--- src/rtl/mem_read_burst_if.sv ---
// Read-path bus bundle: the single-beat memory read port plus the
// valid/ready output stream. The engine drives the master side.
//
// Handshake: a stream beat transfers on a rising edge where m_valid_o and
// m_ready_i are both high. Once m_valid_o is raised, it and m_data_o/m_last_o
// stay stable until that transfer happens. The memory port has no
// handshake: rd_data_i is valid exactly one cycle after rd_en_o.
interface mem_read_burst_if #(
    parameter int ADDR_WIDTH = 32,
    parameter int DATA_WIDTH = 32
);
    logic                  rd_en_o;
    logic [ADDR_WIDTH-1:0] rd_addr_o;
    logic [DATA_WIDTH-1:0] rd_data_i;
    logic                  m_valid_o;
    logic [DATA_WIDTH-1:0] m_data_o;
    logic                  m_last_o;
    logic                  m_ready_i;

    modport master (
        output rd_en_o, rd_addr_o, m_valid_o, m_data_o, m_last_o,
        input  rd_data_i, m_ready_i
    );

    modport slave (
        input  rd_en_o, rd_addr_o, m_valid_o, m_data_o, m_last_o,
        output rd_data_i, m_ready_i
    );
endinterface

--- src/rtl/mem_read_burst.sv ---
// Burst read engine: issues cnt_val single-beat reads from consecutive word
// addresses, buffers returning data in a small FIFO and streams it out.
// Reads are only issued while the FIFO has room for every outstanding beat,
// so the buffer can never overflow regardless of consumer backpressure.
module mem_read_burst #(
    parameter int ADDR_WIDTH = 32,
    parameter int DATA_WIDTH = 32,
    parameter int CNT_WIDTH  = 8,
    parameter int FIFO_DEPTH = 4
) (
    input  logic                  clk,
    input  logic                  rst,
    input  logic                  start_i,
    input  logic [ADDR_WIDTH-1:0] base_addr_i,
    input  logic [CNT_WIDTH-1:0]  cnt_val_i,
    output logic                  busy_o,
    output logic                  done_o,
    output logic [CNT_WIDTH-1:0]  cnt_o,
    output logic [1:0]            dbg_state_o,
    mem_read_burst_if.master      bus
);
    localparam int PW = $clog2(FIFO_DEPTH);
    localparam int CW = PW + 1;
    localparam logic [ADDR_WIDTH-1:0] WORD_BYTES = ADDR_WIDTH'(DATA_WIDTH / 8);

    typedef enum logic [1:0] {
        S_IDLE  = 2'd0,
        S_ISSUE = 2'd1,
        S_DRAIN = 2'd2,
        S_DONE  = 2'd3
    } state_t;

    state_t                state_q, state_d;
    logic [ADDR_WIDTH-1:0] base_q, base_d;
    logic [CNT_WIDTH-1:0]  cnt_val_q, cnt_val_d;
    logic [CNT_WIDTH-1:0]  cnt_q, cnt_d;
    logic [CNT_WIDTH-1:0]  beat_q, beat_d;
    logic                  inflight_q;
    logic [PW-1:0]         wr_ptr_q, rd_ptr_q;
    logic [CW-1:0]         fifo_count_q;
    logic [DATA_WIDTH-1:0] fifo_mem [FIFO_DEPTH];

    logic rd_en;
    logic room;
    logic push;
    logic pop;
    logic m_valid;
    logic m_last;

    // Outstanding beats = buffered + the one whose data arrives next cycle.
    assign room    = ({1'b0, fifo_count_q} + {{CW{1'b0}}, inflight_q})
                     < (CW+1)'(FIFO_DEPTH);
    assign m_valid = (fifo_count_q != '0);
    assign m_last  = m_valid && (beat_q == cnt_val_q - CNT_WIDTH'(1));
    assign push    = inflight_q;
    assign pop     = m_valid && bus.m_ready_i;

    // Next-state, capture and issue logic for the burst FSM.
    always_comb begin
        state_d   = state_q;
        base_d    = base_q;
        cnt_val_d = cnt_val_q;
        cnt_d     = cnt_q;
        beat_d    = beat_q;
        rd_en     = 1'b0;

        if (pop) begin
            beat_d = beat_q + CNT_WIDTH'(1);
        end

        case (state_q)
            S_IDLE: begin
                if (start_i) begin
                    base_d    = base_addr_i;
                    cnt_val_d = cnt_val_i;
                    cnt_d     = '0;
                    beat_d    = '0;
                    state_d   = (cnt_val_i == '0) ? S_DONE : S_ISSUE;
                end
            end
            S_ISSUE: begin
                rd_en = room;
                if (rd_en) begin
                    cnt_d = cnt_q + CNT_WIDTH'(1);
                    if (cnt_q == cnt_val_q - CNT_WIDTH'(1)) begin
                        state_d = S_DRAIN;
                    end
                end
            end
            S_DRAIN: begin
                if (pop && m_last) begin
                    state_d = S_DONE;
                end
            end
            S_DONE: begin
                state_d = S_IDLE;
            end
            default: begin
                state_d = S_IDLE;
            end
        endcase
    end

    // Burst state and captured request registers.
    always_ff @(posedge clk) begin
        if (rst) begin
            state_q   <= S_IDLE;
            base_q    <= '0;
            cnt_val_q <= '0;
            cnt_q     <= '0;
            beat_q    <= '0;
        end else begin
            state_q   <= state_d;
            base_q    <= base_d;
            cnt_val_q <= cnt_val_d;
            cnt_q     <= cnt_d;
            beat_q    <= beat_d;
        end
    end

    // FIFO bookkeeping; inflight marks a read whose data lands this cycle.
    always_ff @(posedge clk) begin
        if (rst) begin
            inflight_q   <= 1'b0;
            wr_ptr_q     <= '0;
            rd_ptr_q     <= '0;
            fifo_count_q <= '0;
        end else begin
            inflight_q <= rd_en;
            if (push) begin
                wr_ptr_q <= wr_ptr_q + PW'(1);
            end
            if (pop) begin
                rd_ptr_q <= rd_ptr_q + PW'(1);
            end
            case ({push, pop})
                2'b10:   fifo_count_q <= fifo_count_q + CW'(1);
                2'b01:   fifo_count_q <= fifo_count_q - CW'(1);
                default: fifo_count_q <= fifo_count_q;
            endcase
        end
    end

    // FIFO storage; contents need no reset because the pointers gate use.
    always_ff @(posedge clk) begin
        if (push && !rst) begin
            fifo_mem[wr_ptr_q] <= bus.rd_data_i;
        end
    end

    assign busy_o        = (state_q != S_IDLE);
    assign done_o        = (state_q == S_DONE);
    assign cnt_o         = cnt_q;
    assign dbg_state_o   = state_q;
    assign bus.rd_en_o   = rd_en;
    assign bus.rd_addr_o = base_q + ADDR_WIDTH'(cnt_q) * WORD_BYTES;
    assign bus.m_valid_o = m_valid;
    assign bus.m_data_o  = m_valid ? fifo_mem[rd_ptr_q] : '0;
    assign bus.m_last_o  = m_last;
endmodule

--- src/flat_wrapper.sv ---
// flat-port wrapper written by rule: the top's interface ports become plain ports
module mem_read_burst_flat 
#(
    parameter int ADDR_WIDTH = 32,
    parameter int DATA_WIDTH = 32,
    parameter int CNT_WIDTH  = 8,
    parameter int FIFO_DEPTH = 4
)
  (clk, rst, start_i, base_addr_i, cnt_val_i, busy_o, done_o, cnt_o, dbg_state_o, bus_rd_en_o, bus_rd_addr_o, bus_m_valid_o, bus_m_data_o, bus_m_last_o, bus_rd_data_i, bus_m_ready_i);
  mem_read_burst_if #(.ADDR_WIDTH(ADDR_WIDTH), .DATA_WIDTH(DATA_WIDTH)) bus_i ();
  input  logic clk;
  input  logic rst;
  input  logic start_i;
  input  logic [ADDR_WIDTH-1:0] base_addr_i;
  input  logic [CNT_WIDTH-1:0] cnt_val_i;
  output logic busy_o;
  output logic done_o;
  output logic [CNT_WIDTH-1:0] cnt_o;
  output logic [1:0] dbg_state_o;
  output wire logic [$bits(bus_i.rd_en_o)-1:0] bus_rd_en_o;
  output wire logic [$bits(bus_i.rd_addr_o)-1:0] bus_rd_addr_o;
  output wire logic [$bits(bus_i.m_valid_o)-1:0] bus_m_valid_o;
  output wire logic [$bits(bus_i.m_data_o)-1:0] bus_m_data_o;
  output wire logic [$bits(bus_i.m_last_o)-1:0] bus_m_last_o;
  input wire logic [$bits(bus_i.rd_data_i)-1:0] bus_rd_data_i;
  input wire logic [$bits(bus_i.m_ready_i)-1:0] bus_m_ready_i;
  assign bus_rd_en_o = bus_i.rd_en_o;
  assign bus_rd_addr_o = bus_i.rd_addr_o;
  assign bus_m_valid_o = bus_i.m_valid_o;
  assign bus_m_data_o = bus_i.m_data_o;
  assign bus_m_last_o = bus_i.m_last_o;
  assign bus_i.rd_data_i = bus_rd_data_i;
  assign bus_i.m_ready_i = bus_m_ready_i;
  mem_read_burst #(.ADDR_WIDTH(ADDR_WIDTH), .DATA_WIDTH(DATA_WIDTH), .CNT_WIDTH(CNT_WIDTH), .FIFO_DEPTH(FIFO_DEPTH)) u_core (.clk(clk), .rst(rst), .start_i(start_i), .base_addr_i(base_addr_i), .cnt_val_i(cnt_val_i), .busy_o(busy_o), .done_o(done_o), .cnt_o(cnt_o), .dbg_state_o(dbg_state_o), .bus(bus_i));
endmodule
--- config.mk ---
export PLATFORM = sky130hd
export DESIGN_NAME = mem_read_burst_flat
export DESIGN_NICKNAME = d
export VERILOG_FILES = /design/src/rtl/mem_read_burst_if.sv /design/src/rtl/mem_read_burst.sv /design/src/flat_wrapper.sv
export SDC_FILE = /design/constraint.sdc
export NUM_CORES = 1
export LEC_CHECK = 0
export CAP_MARGIN = 10
export CORE_UTILIZATION = 55
export CTS_BUF_LIST = sky130_fd_sc_hd__clkbuf_8
export DETAILED_ROUTE_END_ITERATION = 8
export PLACE_DENSITY_LB_ADDON = 0.12
export SLEW_MARGIN = 15
export SYNTH_ARGS = -nofsm -noshare
export SYNTH_HDL_FRONTEND = slang
export SYNTH_SLANG_ARGS = --single-unit
--- constraint.sdc ---
create_clock -name clk -period 4.3 [get_ports clk]
set_clock_uncertainty 0.1 [all_clocks]
set_input_delay 1.075 -clock clk [delete_from_list [all_inputs] [get_ports clk]]
set_output_delay 1.075 -clock clk [all_outputs]
set_load 0.03 [all_outputs]
### Word level (Yosys, flattened, before mapping)

Memories as Yosys holds them, arrays and structs flattened. A register that Yosys moved wholly into a read port is not among the register bits.
Cells that the tools add are included.
Widths: inputs -> output; s select.

| storage, ports and cells | value |
|---|---|
| register bits | 66 |
| bits in writable memories | 128 |
| input bits | 76 |
| output and inout bits | 79 |
| logic and storage cells | 64 |
| memories kept | 1 |

Memory list:

| name | words | bits a word | read ports | clocked after memory_dff | write ports | RTL line | RTL |
|---|---|---|---|---|---|---|---|
| u_core.fifo_mem | 4 | 32 | 1 | 1 | 1 | mem_read_burst.sv:41 | `logic [DATA_WIDTH-1:0] fifo_mem [FIFO_DEPTH];` |

| operators by class | value |
|---|---|
| $add $sub $neg | 9 |
| magnitude comparators | 1 |
| equal/unequal tests | 11 |
| multiplexer cells | 19 |
| reductions and logical operators | 14 |

Operators by type and width:

| cell | count |
|---|---|
| $mux 8 | 5 |
| $add 32x10->32 | 1 |
| $mux 32 | 1 |
| $add 8x1->8 const B | 2 |
| $eq 8x8->1 | 2 |
| $pmux 8 s2 | 1 |
| $mux 2 | 7 |
| $logic_not 8->1 | 1 |
| $pmux 2 s4 | 1 |
| $sub 8x1->8 const B | 1 |
| $eq 2x2->1 const B | 3 |
| $ne 2x1->1 const B | 3 |
| $pmux 3 s2 | 1 |
| $reduce_bool 2->1 | 3 |
| $add 2x1->2 const B | 2 |
| $add 3x1->4 | 1 |
| $eq 2x1->1 const B | 2 |
| $logic_and 1x1->1 | 4 |
| $lt 4x3->1 const B | 1 |
| $reduce_and 4->1 | 1 |
| $add 3x1->3 const B | 1 |
| $mux 1 | 3 |
| $reduce_and 3->1 | 1 |
| $reduce_bool 3->1 | 1 |
| 5 further kinds | 5 |

### Depth between registers and ports, before layout

| depth | value |
|---|---|
| depth after elaboration | 6 |
| gate-level depth with buffers | 10 |

### Least setup slack after synthesis

No wires, ideal clock.

| path | value |
|---|---|
| kind | register to output |
| start point | register u_core.cnt_q[0], in the netlist u_core.cnt_o[0] |
| end point | output bus_rd_addr_o[14] |
| arrival | 2.977 ns |
| slack | 0.148 ns |
| stages on the path, launching flop included | 11 |
| cells stage by stage | dfxtp_1 ha_1 inv_1 fa_1 nor2b_1 o21ai_0 a21boi_0 o21ai_0 a21oi_1 nand4_1 xnor2_1 |

| on the way | value |
|---|---|
| longest elaborated chain between the ends | 1 |

Ends and longest elaborated chain:

| item | RTL line | RTL |
|---|---|---|
| from (decl) | mem_read_burst.sv:36 | `logic [CNT_WIDTH-1:0] cnt_q, cnt_d;` |
| from (signal assigned) | mem_read_burst.sv:116 | `cnt_q <= cnt_d;` |
| $add 32x10->32 | mem_read_burst.sv:156 | `assign bus.rd_addr_o = base_q + ADDR_WIDTH'(cnt_q) * WORD_BYTES;` |
| to (decl) | flat_wrapper.sv:21 | `output wire logic [$bits(bus_i.rd_addr_o)-1:0] bus_rd_addr_o;` |

No other way between the ends.

### Worst setup path after layout

| path | value |
|---|---|
| start point | register u_core.cnt_q[1], in the netlist u_core.cnt_o[1] |
| end point | output bus_rd_addr_o[11] |

Same word-level chain as after synthesis.

==> impl_metrics.tcl <==
set metrics [dict create \
    rows 45 \
    drc 0 \
    track_usage 0.233 \
    crit_path_max_incr_delay_ns 0.69 \
    num_antenna_cells 0 \
    peakVddDrop_uv 462 \
    layout.nets 943 \
    crit_required_ns 3.12 \
    r2r_setup_slack_ns 1.72 \
    cts_tree "yes" \
    synth-seq-area-share 0.600 \
    pin_count 155 \
    dr_total_vias 5790 \
    max_freq_mhz 243 \
    clk_pin_slew_worst_paths_ns 0.10 \
    antenna_violating_nets_post_route 0 \
    cts_buffer_depth 2 \
    drv_cap 0 \
    synthesis.nets 789 \
    antenna_found_initial 0 \
    post-route-util 0.708 \
    min_period_ns 4.12 \
    cts_root_buffer "clkbuf_8" \
    yosysWarnings 0 \
    final.fill_count 1100 \
    total_power_mw 5.23 \
    final_common_cell "clkdlybuf4s50_1" \
    dpl.hpwl_mm 12.2 \
    slew_headroom 0.412 \
    hp-class "reg2reg" \
    pre_cts_slack_ns -0.00313 \
    core_um2 15300 \
    clk_latency_ns 0.46 \
    avgSynthCellArea_um2 12.6 \
    crit_slowest_cell "clkdlybuf4s50_1" \
    clkSinkCount 196 \
    r2r-start "u_core.fifo_count_q[0]" \
    grt_max_degree 56 \
    critPathArrivalTime_ns 2.94 \
    multi_input_area_um2 3290 \
    fin_cells 1069 \
    cts_buffers 17 \
    place_area_um2 10400 \
    htreeDepth 4 \
    r2r_cells 9 \
    rr_endpoint "u_core.fifo_count_q[2]" \
    syn_area_um2 8680 \
    die_w_um 128 \
    drt-total-wl_mm 18.2 \
    path_buf_inv 1 \
    power_density_nw_per_um2 482 \
    grt_pass1_vias 5835 \
    startpoint_type "flop" \
    slew_viol_final 0 \
    synth-seq-cells 196 \
    ys.flop_type "edfxtp_1" \
    port_buffers 154 \
    area_growth_pct 25.0 \
    path_max_fanout 11 \
    leakage_nw 3.91 \
    synth_cells 691 \
    setup_viol 0 \
    grt_remaining_overflow 0 \
    initialDrtViolationCount 343 \
    start_util 0.567 \
    final_cell_mix "clkdlybuf4s50_1 (130), edfxtp_1 (128), nand2_1 (103)" \
    path_class "reg2out" \
    dp_cells 1036 \
    viasPerCell 5.42 \
    firstDrtPassIters 4 \
    critical_path.top_delay_family "compound AO/OA/AOI/OAI gates" \
    seq_area_um2 5210 \
    gp_congestion 0.869 \
    layout-drive-gt1-share 0.124 \
    grt_pass1_wl_mm 29.1 \
    layout_setup_ws_ns 0.181 \
    fin_hold_ws_ns 0.370 \
    setup-tns-final_ns 0 \
    async_flop_share 0 \
    fp.dieH_um 128 \
    synth_cell_types 50 \
    fin_crit_sh 0.958 \
    cp-end-kind "output port" \
    hp-start "u_core.base_q[4]" \
    holdPathEnd "u_core.base_q[4]" \
    final_cell_area_um2 10800 \
    hold_viol 0 \
    min_path_cells 2 \
    dieArea_um2 16300 \
    path_cells "ha_1 -> a21o_1 -> a21oi_1 -> nor2b_1 -> o211ai_1 -> a31oi_4 -> xor2_1 -> clkdlybuf4s50_1" \
    synth_edf_count 128 \
    status "finished, final reports clean" \
    wl_per_cell_um 17.0 \
    worst_pin_slew_ns 0.883 \
]
-- per-layer routing --
| metal | vias up | share of wire | track usage |
|---|---|---|---|
| li1 | 2766 | - | - |
| met1 | 2822 | 0.42 | 0.292 |
| met2 | 183 | 0.49 | 0.397 |
| met3 | 19 | 0.071 | 0.0611 |
| met4 | 0 | 0.013 | 0.0754 |
| met5 | - | 0 | 0 |
-- sequential cells by signal (all words and copies together) (netlist names), named ones only --
| signal | flops |
|---|---|
| u_core.inflight_q | 1 |
| u_core.beat_q | 8 |
| u_core.base_q | 32 |
| u_core.fifo_mem | 128 |
| u_core.dbg_state_o | 2 |
| u_core.wr_ptr_q | 2 |
| u_core.rd_ptr_q | 2 |
| u_core.fifo_count_q | 3 |
| u_core.cnt_val_q | 8 |
| u_core.cnt_o | 8 |
-- area by class of cell --
cell class,count,area share
Clock inverter,15,0.0121
Tap cell,211,0.0243
Multi-Input combinational cell,442,0.303
Inverter,19,0.00657
Sequential cell,196,0.480
Timing Repair Buffer,169,0.152
Clock buffer,17,0.0216
-- synthesized netlist by cell type, types with 4 or more instances --
master	instances	area share
edfxtp_1	128	0.44
nand2_1	103	0.045
dfxtp_1	68	0.16
a21oi_1	52	0.030
xnor2_1	42	0.042
and2_1	39	0.028
nor2_1	37	0.016
mux4_2	32	0.083
xor2_1	26	0.026
clkbuf_1	25	0.011
ha_1	20	0.029
inv_1	18	0.0078
nand3_1	15	0.0087
and3_1	11	0.0079
nand4_1	8	0.0058
o21ai_0	7	0.0040
nor2b_1	5	0.0036
and4_1	4	0.0040
nor3_1	4	0.0023
-- what timing repair did --
| item | 4_1_cts | 5_1_grt |
|---|---|---|
| hold buffers | 0 | 0 |
| pin swaps | 0 | 1 |
| resized for setup | 6 | 13 |
| setup buffers | 0 | 1 |
| setup endpoints to repair | 14 | 20 |
-- how the worst max path moves through the flow --
stage / startpoint / endpoint / slack (ns) / depth (start not counted)
after floorplan: u_core.cnt_o[0] / bus_rd_addr_o[14] / 0.15 / 10
after global placement: u_core.base_q[3] / bus_rd_addr_o[23] / 0.07 / 9
after detailed placement: u_core.base_q[3] / bus_rd_addr_o[31] / -0.003 / 9
after CTS: u_core.cnt_o[1] / bus_rd_addr_o[28] / 0.002 / 12
after global routing: u_core.cnt_o[1] / bus_rd_addr_o[26] / -0.01 / 12
final: u_core.cnt_o[1] / bus_rd_addr_o[11] / 0.18 / 8
-- worst register-to-register path, stage by stage (launching register included) --
cell	delay [ns]
dfxtp_1	0.42
or3_1	0.29
nand2_1	0.22
inv_2	0.20
ha_1	0.22
inv_1	0.07
fa_1	0.38
xor2_1	0.17
or3_1	0.30
a21oi_1	0.15
-- where the power goes --
part | total (mW) | switching, mW | internal (mW)
combinational | 1.86 | 1.05 | 0.808
sequential | 2.27 | 0.141 | 2.13
clock | 1.11 | 0.643 | 0.463
-- kinds of logic (layout without fill, tap and decap cells) --
| group | count (synthesis) | count (layout) | synth area share |
|---|---|---|---|
| flip-flops | 196 | 196 | 0.600 |
| buffers and inverters | 53 | 220 | 0.0247 |
| XOR/XNOR | 68 | 68 | 0.0686 |
| AO/OA/AOI/OAI | 81 | 81 | 0.0575 |
| multiplexers | 34 | 34 | 0.0855 |
| AND/OR/NAND/NOR | 237 | 237 | 0.130 |
| adder cells (fa/ha/maj) | 22 | 22 | 0.0334 |
Note: power is estimated with default switching activity, not from simulation.
==> RTL edit 1, RTL diff (same settings) <==
`CNT_WIDTH` is set to 8 in 2 places; all go to 7.
--- a/src/rtl/mem_read_burst.sv
+++ b/src/rtl/mem_read_burst.sv
@@ -7,3 +7,3 @@
     parameter int DATA_WIDTH = 32,
-    parameter int CNT_WIDTH  = 8,
+    parameter int CNT_WIDTH  = 7,
     parameter int FIFO_DEPTH = 4
--- a/src/flat_wrapper.sv
+++ b/src/flat_wrapper.sv
@@ -5,3 +5,3 @@
     parameter int DATA_WIDTH = 32,
-    parameter int CNT_WIDTH  = 8,
+    parameter int CNT_WIDTH  = 7,
     parameter int FIFO_DEPTH = 4
Interface: changed (resized cnt_o and cnt_val_i); port bits go from 155 to 153. The function was not compared with the original's and may differ.
==> RTL edit 1 against the original RTL <==
Area after synthesis shrank 2.0%. Largest power group unchanged. Wire length shrank 3.6%. Final area down 2.1%. Critical path type unchanged. Highest routed layer unchanged. Critical endpoint is now bus_rd_addr_o[21]. Combinational power shrank 3%. Setup slack better by 0.016 ns. Power grew 0.30%. Synthesized cell count is 2.6% lower. Largest cell class unchanged. Sequential cell count fell by 3.
==> RTL edit 1: results (changes against the original RTL) <==
synthesis:
  syn_nets: 769  # -2.5%
  yosysSeqAreaShare: 0.6048  # +0.005026
  synth_edf_count: 128  # unchanged
  yosys_warnings: 0  # unchanged
  ys_async_sr_fraction: 0  # unchanged
  syn_avg_cell_area_um2: 12.64  # +0.65%
  yosys-top-cells-count: "128 x edfxtp_1, 97 x nand2_1, 65 x dfxtp_1"
  yosys-top-cells-area: "edfxtp_1 45%, dfxtp_1 15%, mux4_2 8.5%"
  yosysUniqueCellTypes: 48  # -4.0%
hold_path:
  hp-class: "register to register"
  min_path_cells: 2  # unchanged
clock_network:
  clock_latency_ns: 0.46  # about the same
  clockBufferDepth: 2  # unchanged
  clk_pin_slew_worst_paths_ns: 0.09
  htree_levels: 4  # unchanged
  clock-root-buffer: "clkbuf_8"
  post-cts-setup-buffers: 0  # unchanged
  cts_made_buffers: 17  # unchanged
status:
  outcome: "complete, no violations"
finish:
  reg_top3: "u_core.fifo_mem (128), u_core.base_q (32)"
  final_net_count: 920  # -2.4%
  antenna_cells: 0  # unchanged
  drive_above_1_share: 0.1243  # +0.0007102
critical_path:
  path_max_fanout: 7  # -4
  cp.arrival_ns: 2.93  # about the same
  reg2reg_depth: 7  # -2
grt:
  grt_max_degree: 52  # -7.1%
  antenna_found_initial: 0  # unchanged
  grt_use_total: 0.2265  # -0.006771
  grt_pass1_wl_um: 27790  # -4.4%
detailed_routing:
  drt-wirelength-per-cell_um: 17.09  # +0.55%
  drt_iter0_markers: 326  # -5.0%
  wl_um: 17510  # -3.6%
  detail_route.first_pass.iterations: 5  # +1
  vias: 5611  # -3.1%
place:
  place_inst: 993  # -4.2%
  dp_hpwl_um: 11660  # -4.4%
  dp_slack_ns: 0.1213  # +0.1244 ns
  io_buffers: 152  # -1.3%
  place.gp.congestion: 0.8344  # -4.0%
power:
  p_leak_uw: 0.003851  # -1.5%
  irDropWorstVdd_v: 0.0003919  # -15%
timing:
  max_slew_margin: 0.4253  # +0.01383
[RTL edit 1: changes by cell type in the layout (fill, tap and decap cells not counted), sizes merged, moves of 5 or more]
cell / unedited run / this run
and2: 39 / 34
dlygate4sd2: 3 / 9
dlymetal6s2s: 8 / 3
inv: 23 / 31
nand2: 103 / 97
nand3: 15 / 10
nor3: 4 / 9
xnor2: 42 / 34
[RTL edit 1: stage by stage]
step / power [µW] / util / instance area [µm²]
floorplan: 3429 / - / 8507
finish: 5248 / 0.7015 / 10630
CTS: 5292 / 0.7007 / 10610
global placement: 4034 / 0.6731 / 10190
detailed placement: 4078 / 0.6731 / 10190
global route: 5497 / 0.7015 / 10630
[RTL edit 1: worst paths after layout]
path         slack, ns                    end           startpoint
min reg2reg       0.37       u_core.base_q[1]     u_core.base_q[1]
min               0.37       u_core.base_q[1]     u_core.base_q[1]
max               0.20      bus_rd_addr_o[21]      u_core.cnt_o[1]
max reg2reg       1.66  u_core.dbg_state_o[1]  u_core.cnt_val_q[0]
[RTL edit 1: kinds of logic (layout without fill, tap and decap cells)]
family | after synthesis | in the layout | synth area share
compound gates | 82 | 82 | 0.05825
xor+xnor | 59 | 59 | 0.06074
fa+ha+maj | 21 | 21 | 0.03265
buf+inv | 56 | 220 | 0.02839
flops | 193 | 193 | 0.6048
mux | 34 | 34 | 0.08707
simple gates | 228 | 228 | 0.1281
[RTL edit 1: worst max-delay path, cell delays in order (launching register included)]
cell and delay (ns):
dfxtp_1 0.32, buf_4 0.15, ha_1 0.29, a21o_1 0.18, a21oi_1 0.23, nor2b_1 0.11
o41ai_2 0.27, buf_4 0.20, nor2_1 0.10, nand3_1 0.12, xnor2_1 0.12, clkdlybuf4s15_1 0.39
[RTL edit 1: where the power goes]
part | internal (µW) | switching (µW)
registers | 2100 | 111
logic | 775 | 1020
clock network | 547 | 691
total | 3420 | 1820
[RTL edit 1: timing repair]
| item | CTS | global route |
|---|---|---|
| gates resized for setup | 15 | 10 |
| pin swaps | 0 | 1 |
| endpoints found under the setup margin | 16 | 13 |
| hold buffers | 0 | 0 |
| cloned | 0 | 0 |
[RTL edit 1: cell type report]
class / count / area (µm²)
flip-flops and latches: 193 / 5146
fillers: 1051 / 4521
multi-input cells: 424 / 3146
repair buffers: 165 / 1588
well taps: 188 / 235.2
clock buffers: 17 / 234.0
clock inverters: 15 / 190.2
inverters: 23 / 86.33
[RTL edit 1: routing by layer]
metal | share of wire | track usage | up-vias | wire length (µm)
li1 | - | - | 2700 | -
met1 | 0.43 | 0.2760 | 2746 | 7515
met2 | 0.50 | 0.3968 | 150 | 8837
met3 | 0.057 | 0.05905 | 15 | 1001
met4 | 0.0091 | 0.06733 | 0 | 160
met5 | 0 | 0 | - | 0
==> RTL edit 2, RTL diff (same flow settings) <==
Without the edit above. Make the reset (`rst`) asynchronous in 2 clocked blocks.
--- a/src/rtl/mem_read_burst.sv
+++ b/src/rtl/mem_read_burst.sv
@@ -104,3 +104,3 @@
     // Burst state and captured request registers.
-    always_ff @(posedge clk) begin
+    always_ff @(posedge clk or posedge rst) begin
         if (rst) begin
@@ -121,3 +121,3 @@
     // FIFO bookkeeping; inflight marks a read whose data lands this cycle.
-    always_ff @(posedge clk) begin
+    always_ff @(posedge clk or posedge rst) begin
         if (rst) begin
Formal check against the unedited RTL: differs if rst is asserted again (counterexample within 4 cycles, from zero or initial values and one cycle with rst high); with rst held inactive, the same outputs for 4 cycles.
==> RTL edit 2 against the original RTL <==
Wire length rose by 3.8%. Cell count fell by 1.1%. Register-to-register slack got worse by 0.13 ns. Utilization fell by 1.0 points. Sequential power rose by 18%. Final area rose by 1.9%. Sequential cell count fell by 2. Setup slack got worse by 0.0030 ns. Synthesized cell count fell by 1.2%. Count of clock-buffer cells in the layout did not move. Power rose by 46%. Sequential share of layout area rose by 1.7 points. Area after synthesis rose by 2.7%. Critical path type unchanged.
==> RTL edit 2: results (changes against the original RTL) <==
finish:
  drive_above_1_share: 0.1201  # -0.003448
  fillCellCount: 1076  # -2.2%
  final_net_count: 927  # -1.7%
  fin_cells: 1057  # -1.1%
timing:
  tightest_slew_ns: 0.8790  # -0.003712 ns
  fmax_mhz: 242.6  # about the same
  timing.hold.ws_ns: 0.3865  # +0.01687 ns
detailed_routing:
  via_per_inst: 5.428  # +0.21%
  drt-wirelength-per-cell_um: 17.84  # +5.0%
  drt_iter0_markers: 323  # -5.8%
synthesis:
  yosysSeqAreaShare: 0.6165  # +0.01674
  syn_nets: 781  # -1.0%
  synth_compound_area_frac: 0.03439  # -0.02314
  yosys-top-cells-count: "133 x nand2_1, 128 x edfxtp_1, 66 x dfrtp_1"
  yosys-top-cells-area: "edfxtp_1 43%, dfrtp_1 19%, mux4_2 8.1%"
  synthXorXnorAreaFrac: 0.06443  # -0.004197
  syn_avg_cell_area_um2: 13.05  # +3.9%
  synthAdderAreaFrac: 0.03257  # -0.0008827
  synthMuxAreaShare: 0.08535  # -0.0001507
grt:
  grt_pass1_vias: 5993  # +2.7%
  grtUsageMet3: 0.05904  # -0.002097
  use_met2: 0.4216  # +0.02427
  grt_pass1_wl_um: 29600  # +1.8%
  met1_usage: 0.2769  # -0.01461
  grt_use_total: 0.2385  # +0.005237
  grt_max_degree: 54  # -3.6%
clock_network:
  htree_levels: 4  # unchanged
place:
  dp_slack_ns: 0.1327  # +0.1358 ns
  io_buffers: 154  # unchanged
  dp_hpwl_um: 12760  # +4.6%
  place_inst: 1026  # -0.97%
hold_path:
  worstHoldStart: "u_core.base_q[2]"
  min_to: "u_core.base_q[2]"
  hp-class: "register to register"
critical_path:
  cp.arrival_ns: 2.95  # about the same
  critical-path-top-delay-family: "buffers and inverters"
  crit_end: "bus_m_last_o"
  path_max_fanout: 7  # -4
  r2r-start: "u_core.cnt_val_q[0]"
  timing.rr.end: "u_core.dbg_state_o[1]"
power:
  p_leak_uw: 0.004410  # +13%
  irDropWorstVdd_v: 0.0004239  # -8.2%
status:
  outcome: "complete, no violations"
-- RTL edit 2: changes by cell type in the layout (fill, tap and decap cells not counted), sizes merged, moves of 13 or more --
cell	change
dfxtp	-68
nor2	-13
dfrtp	+66
buf	-15
a21oi	-42
nand2	+30
-- RTL edit 2: cells by family after synthesis --
group | after synthesis
buffers and inverters | 59
AO/OA/AOI/OAI | 48
flip-flops | 194
adder cells (fa/ha/maj) | 22
XOR/XNOR | 64
multiplexers | 36
AND/OR/NAND/NOR | 260
-- RTL edit 2: per-layer routing --
metal,share of wire,vias up,wire (µm)
met4,0.022,0,423
met3,0.049,33,919
met1,0.41,2842,7683
met2,0.52,157,9826
li1,-,2705,-
met5,0,-,0
-- RTL edit 2: metrics by stage --
step | cell area (µm²) | utilization | total power (µW)
after global placement | 10630 | 0.6717 | 6300
after floorplan | 8914 | - | 5117
after CTS | 11080 | 0.7001 | 7691
final | 11050 | 0.6983 | 7613
after detailed placement | 10630 | 0.6717 | 6404
after global routing | 11050 | 0.6983 | 8032
-- RTL edit 2: final cells by class --
| cell class | instances | area share |
|---|---|---|
| clock buffer | 17 | 0.02117 |
| inverter | 24 | 0.008150 |
| timing repair buffer | 162 | 0.1395 |
| tap | 216 | 0.02445 |
| sequential | 194 | 0.4974 |
| clock inverter | 14 | 0.02038 |
| multi-input combinational | 430 | 0.2890 |
-- RTL edit 2: repair_timing --
item                                    CTS  global route
endpoints found under the setup margin   18            17
gates cloned                              0             0
buffers inserted                          0             0
pin swaps                                 0             1
resized for setup                        16            28
-- RTL edit 2: where the power goes --
group          total (µW)  switching (µW)  internal [µW]
Combinational        3610            2050           1560
Clock                1330             675            653
Sequential           2670             338           2330
Total                7610            3060           4550
